### config.mk
export PLATFORM = sky130hd
export DESIGN_NAME = intersection_sequencer
export DESIGN_NICKNAME = d
export VERILOG_FILES = /design/src/rtl/intersection_sequencer.sv
export SDC_FILE = /design/constraint.sdc
export NUM_CORES = 1
export LEC_CHECK = 0
export ABC_AREA = 1
export ABC_CLOCK_PERIOD_IN_PS = 1900
export CAP_MARGIN = 15
export CORE_UTILIZATION = 45
export DETAILED_ROUTE_END_ITERATION = 10
export PLACE_DENSITY_LB_ADDON = 0.25
export RECOVER_POWER = 50
export SYNTH_ARGS = -nofsm -noshare
export SYNTH_HDL_FRONTEND = slang
export SYNTH_SLANG_ARGS = --single-unit
### constraint.sdc
create_clock -name clk -period 1.9 [get_ports clk]
set_input_delay 0.285 -clock clk [delete_from_list [all_inputs] [get_ports clk]]
set_output_delay 0.285 -clock clk [all_outputs]
set_load 0.05 [all_outputs]
### src/rtl/intersection_sequencer.sv
// Two-approach traffic-light sequencer with all-red clearance and a pedestrian walk phase.
// Define PREEMPT_EN to add the preempt input (forces yellow, then holds all-red while asserted).
//
// state   | meaning
// NS_G    | north-south green, east-west red
// NS_Y    | north-south yellow, east-west red
// AR1     | all red, clearing north-south traffic
// EW_G    | east-west green, north-south red
// EW_Y    | east-west yellow, north-south red
// AR2     | all red, clearing east-west traffic
// WALK    | all red, pedestrian walk lamp lit
module intersection_sequencer #(
    parameter int GT = 15,
    parameter int YT = 1,
    parameter int AR = 1,
    parameter int WT = 3
) (
    input  logic       clk,
    input  logic       reset,
`ifdef PREEMPT_EN
    input  logic       preempt,
`endif
    input  logic       tick,
    input  logic       ped_req,
    output logic       ped_ack,
    output logic       ns_green,
    output logic       ns_yellow,
    output logic       ns_red,
    output logic       ew_green,
    output logic       ew_yellow,
    output logic       ew_red,
    output logic       walk,
    output logic [2:0] phase
);

    typedef enum logic [2:0] {
        S_NS_G = 3'd0,
        S_NS_Y = 3'd1,
        S_AR1  = 3'd2,
        S_EW_G = 3'd3,
        S_EW_Y = 3'd4,
        S_AR2  = 3'd5,
        S_WALK = 3'd6
    } state_t;

    localparam logic [4:0] GT_M1 = 5'(GT - 1);
    localparam logic [4:0] YT_M1 = 5'(YT - 1);
    localparam logic [4:0] AR_M1 = 5'(AR - 1);
    localparam logic [4:0] WT_M1 = 5'(WT - 1);

    state_t     state_q, state_d;
    logic [4:0] count_q, count_d;
    logic       ped_pend_q, ped_pend_d;
    logic       ped_ack_q, ped_ack_d;
    logic [4:0] dur_m1;
    logic       enter_walk;

    always_ff @(posedge clk or posedge reset) begin
        if (reset) begin
            state_q    <= S_NS_G;
            count_q    <= 5'd0;
            ped_pend_q <= 1'b0;
            ped_ack_q  <= 1'b0;
        end else begin
            state_q    <= state_d;
            count_q    <= count_d;
            ped_pend_q <= ped_pend_d;
            ped_ack_q  <= ped_ack_d;
        end
    end

    always_comb begin
        state_d = state_q;
        count_d = count_q;
        dur_m1  = GT_M1;

        case (state_q)
            S_NS_G, S_EW_G: dur_m1 = GT_M1;
            S_NS_Y, S_EW_Y: dur_m1 = YT_M1;
            S_AR1, S_AR2:   dur_m1 = AR_M1;
            S_WALK:         dur_m1 = WT_M1;
            default:        dur_m1 = 5'd0;
        endcase

        if (tick) begin
            if (count_q == dur_m1) begin
                count_d = 5'd0;
                case (state_q)
                    S_NS_G:  state_d = S_NS_Y;
                    S_NS_Y:  state_d = S_AR1;
                    S_AR1:   state_d = S_EW_G;
                    S_EW_G:  state_d = S_EW_Y;
                    S_EW_Y:  state_d = S_AR2;
                    // A request landing on the exit edge itself still earns the walk.
                    S_AR2:   state_d = (ped_pend_q || ped_req) ? S_WALK : S_NS_G;
                    S_WALK:  state_d = S_NS_G;
                    default: state_d = S_NS_G;
                endcase
            end else begin
                count_d = count_q + 5'd1;
            end
        end

`ifdef PREEMPT_EN
        // Preempt cuts greens short on a tick and parks in all-red with a fresh dwell count.
        if (preempt) begin
            if (tick && state_q == S_NS_G) begin
                state_d = S_NS_Y;
                count_d = 5'd0;
            end else if (tick && state_q == S_EW_G) begin
                state_d = S_EW_Y;
                count_d = 5'd0;
            end else if (state_q == S_AR1 || state_q == S_AR2) begin
                state_d = state_q;
                count_d = 5'd0;
            end
        end
`endif
    end

    assign enter_walk = (state_d == S_WALK) && (state_q != S_WALK);

    // A fresh request wins over the clear so a request on the WALK entry edge is kept.
    assign ped_pend_d = ped_req | (ped_pend_q & ~enter_walk);
    assign ped_ack_d  = enter_walk;

    always_comb begin
        ns_green  = 1'b0;
        ns_yellow = 1'b0;
        ns_red    = 1'b1;
        ew_green  = 1'b0;
        ew_yellow = 1'b0;
        ew_red    = 1'b1;
        walk      = 1'b0;
        case (state_q)
            S_NS_G: begin
                ns_green = 1'b1;
                ns_red   = 1'b0;
            end
            S_NS_Y: begin
                ns_yellow = 1'b1;
                ns_red    = 1'b0;
            end
            S_EW_G: begin
                ew_green = 1'b1;
                ew_red   = 1'b0;
            end
            S_EW_Y: begin
                ew_yellow = 1'b1;
                ew_red    = 1'b0;
            end
            S_WALK:  walk = 1'b1;
            default: ;
        endcase
    end

    assign ped_ack = ped_ack_q;
    assign phase   = state_q;

endmodule

# Word level (Yosys, flattened, before mapping)
# Cells that the tools add are included.
[classes] n_addsub=1 n_eq_ne=9 mux=13 bitwise=3 reduce_logical=6
[op_table] operator="$pmux W3 S6" count=1
[op_table] operator="$eq A3 B3 Y1 const B" count=4
[op_table] operator="$mux W3" count=3
[op_table] operator="$pmux W4 S2" count=1
[op_table] operator="$mux W1" count=7
[op_table] operator="$eq A3 B2 Y1 const B" count=2
[op_table] operator="$reduce_or A2 Y1" count=3
[op_table] operator="$add A5 B1 Y5 const B" count=1
[op_table] operator="$eq A5 B5 Y1" count=1
[op_table] operator="$mux W5" count=1
[op_table] operator="$eq A3 B1 Y1 const B" count=1
[op_table] operator="$logic_not A3 Y1" count=1
[op_table] operator="$ne A3 B3 Y1 const B" count=1
[op_table] operator="$and A1 B1 Y1" count=1
[op_table] operator="$logic_and A1 B1 Y1" count=1
[op_table] operator="$logic_or A1 B1 Y1" count=1
[op_table] operator="$not A1 Y1" count=1
[op_table] operator="$or A1 B1 Y1" count=1
[word_totals] ff_bits=10 out_inout_bits=11 elab_cells=36

# Logic depth before layout (Yosys ltp)
[depth] depth_word=11 depth_mapped=11 mapped_depth_nobuf=11

# Worst setup path before layout
# OpenSTA, ideal clock, no wires.
[synth_path] kind="register to output" startpoint="register state_q[0] (netlist: phase[0])" endpoint="output port ns_red" arrival_time_ns=2.421 required_time_ns=1.615 path_slack_ns=-0.806 path_stages_with_launch=5 path_cell_list="dfrtp_1 > inv_2 > nor3_1 > or2_2 > inv_1"
[synth_via] elab_chain_len=3 elab_cells_between_ends=4
[synth_lines] element="from (decl)" line="51" text="state_t state_q, state_d;"
[synth_lines] element="from (signal assigned)" line="65" text="state_q <= state_d;"
[synth_lines] element="$eq A3 B1 Y1 or $logic_not A3 Y1 (tied branches)" line="135" text="case (state_q)"
[synth_lines] element="$reduce_or A2 Y1 (no line) *"
[synth_lines] element="$mux W1 *" line="135"
[synth_lines] element="to (decl)" line="28" text="output logic ns_red,"
# Every way passes the cells marked *; elsewhere a longest branch is shown, timed or not.

# Final worst setup path
[layout_path] startpoint="register state_q[2] (netlist: phase[2])" endpoint="output port phase[2]"
[layout_lines] element="to (decl)" line="33" text="output logic [2:0] phase"
# No word-level cell between the ends.

==> impl_metrics.py <==
metrics = {
    "sta": {
        "period_share_pct": 94.7,
        "rsz0062_at_grt": "false",
        "worst_slew_pin_slew_ps": 576,
        "relSlewSlack_pct": 61.3,
        "hold_viol_final": 0,
        "slew_viol_final": 0,
        "finClkSkew_ps": 4.49,
        "finalCriticalPeriod_ps": 1800,
        "fmax_mhz": 556,
        "setup_viol": 0,
        "worst_hold_slack_ps": 433,
        "fin_tns_setup_ps": 0,
    },
    "clocking": {
        "clk_latency_ps": 250,
        "cts_tree": "yes",
        "clockRootBuffer": "clkbuf_4",
        "path_clk_slew_ps": 70,
        "holdBufCountCts": 0,
        "htreeDepth": 1,
        "cts_sinks": 10,
        "clockBufferDepth": 2,
        "cts_inserted_buffers": 3,
    },
    "placed_design": {
        "portBuffers": 14,
        "gp_congestion": 0.877,
        "place_hpwl_um": 1060,
    },
    "die": {
        "start_util_pct": 49.6,
        "num_rows": 13,
        "ios": 15,
        "die_h_um": 40.6,
        "die_area_um2": 1650,
        "dieWidth_um": 40.6,
        "core-area_um2": 1350,
    },
    "cells_and_area": {
        "finish.utilization_pct": 73.2,
        "layout-drive-gt1-share_pct": 37.4,
        "final_nets": 113,
        "area_delta_synth_final_pct": 47.7,
        "diodes": 0,
    },
    "global_route": {
        "overflow": 0,
        "grt_max_degree": 11,
        "first_global_vias": 530,
        "grtUsageTotal_pct": 21.0,
        "antenna_found_initial": 0,
        "grt_pass1_wl_um": 2260,
    },
    "yosys": {
        "synth-seq-area-share_pct": 37.4,
        "synthCells": 84,
        "ys_types": 24,
        "synth_flop_cell": "dfrtp_1",
        "ys_ff_latch": 10,
        "yosysWarnings": 0,
        "yosys-top-cells-area": "dfrtp_1 37%, inv_1 7.9%, nand2_2 7.5%, nor2_1 6.2%, nand2_1 5.0%",
        "post-synth-top-count-cell": "inv_1",
        "synth_edf_count": 0,
        "syn-num-nets": 89,
        "synth.cell_area_um2": 669,
        "synth_largest_area_cell": "dfrtp_1",
        "synth_area_per_cell_um2": 7.97,
        "async_flop_share_pct": 100,
        "synth.top_cell.area_share_pct": 37.4,
        "ys_top_cells_by_count": "14 x inv_1, 11 x nor2_1, 10 x dfrtp_1",
    },
    "run": {
        "maxCapViolCount": 0,
    },
    "power": {
        "leakage_nw": 0.503,
        "ir_drop_v": 0.00116,
        "powerDensity_nw_per_um2": 1970,
    },
    "worst_setup_path": {
        "crit_chain": "clkdlybuf4s50_1",
        "start_kind": "flop",
        "crit_path_top_delay_cell": "clkdlybuf4s50_1",
        "worstPathRequired_ps": 1620,
        "cpLargestDelayFamily": "buffers and inverters",
        "critPathMaxStageDelay_ps": 830,
        "crit_fanout": 6,
        "worstPathArrival_ps": 1510,
        "worstSetupPathType": "reg -> out",
        "worst_setup_path_end_kind": "output pin",
        "crit_buf_inv": 1,
        "crit_start": "phase[2]",
        "r2r-start": "phase[1]",
    },
    "drt": {
        "drt_first_pass_iters": 4,
        "drt_iter0_markers": 17,
        "wl_um": 1340,
        "wl_per_cell_um": 11.0,
        "ant_nets": 0,
        "vias": 600,
        "drc": 0,
        "vias_per_cell": 4.92,
    },
    "min_path": {
        "min_path_type": "in -> async",
    },
    "outcome": {
        "outcome": "finished, final reports clean",
    },
}
[final cells by class]
cell class | count | area [µm²]
timing repair buffer | 19 | 248
tap | 15 | 18.8
clock buffer | 4 | 36.3
fill | 105 | 362
sequential | 10 | 254
inverter | 16 | 63.8
multi-input combinational | 58 | 368
[stage by stage]
| stage | instance area [µm²] | instances | worst slack (ps) | total power [mW] |
|---|---|---|---|---|
| global route | 988 | 122 | 24.4 | 2.10 |
| finish | 988 | 122 | 100 | 1.95 |
| floorplan | 697 | 84 | 4.80 | 1.31 |
| detailed placement | 938 | 115 | 121 | 1.75 |
| CTS | 975 | 119 | 44.3 | 1.94 |
| global placement | 938 | 115 | 131 | 1.73 |
[flip-flops by register name, summed over array words and instances, names as in the netlist]
signal and flops:
ped_pend_q 1, count_q 5, ped_ack 1, phase 3
[worst paths after layout]
kind,to,slack (ps),cells past startpoint
worst max-delay path,phase[2],100,1
worst min-delay path,ped_ack,430,2
worst max register to register,ped_pend_q,290,11
worst min register to register,ped_pend_q,600,3
max in group asynchronous,phase[2],1180,2
min in group clk,ped_pend_q,600,3
[metal layers]
metal	up-vias	GRT usage [%]	share of wire [%]
met3	2	3.33	3.0
met5	-	0	0
met4	0	7.50	1.6
li1	316	-	-
met2	11	31.7	45
met1	271	30.1	50
[timing repair]
action,4_1_cts,5_1_grt
setup buffers,0,3
hold endpoints to repair,0,0
setup endpoints to repair,0,2
gates resized for setup,0,1
[placed cells by master, fill, tap and decap left out, types with 3 or more instances in the layout]
cell / netlist / final
inv_1: 14 / 13
clkbuf_4: 0 / 3
nand4_1: 3 / 3
xor2_1: 3 / 3
nand3_1: 4 / 4
nor2_1: 11 / 10
dfrtp_1: 10 / 7
dfrtp_2: 0 / 3
nand2_1: 9 / 9
nand2_2: 8 / 8
buf_4: 0 / 6
nor3_1: 3 / 3
buf_12: 0 / 7
clkdlybuf4s50_1: 0 / 4
[cell families after synthesis]
family	after synthesis	share of synthesized area [%]
AO/OA/AOI/OAI	8	7.48
flip-flops	10	37.4
adder cells (fa/ha/maj)	1	1.87
buffers and inverters	16	8.97
AND/OR/NAND/NOR	46	40.4
XOR/XNOR	3	3.93
[power breakdown]
group	leakage, nW	internal (mW)	switching (mW)
clock	0.0210	0.116	0.0707
combinational	0.367	0.537	0.813
sequential	0.114	0.307	0.103
Power figures use the tool's default switching activity.
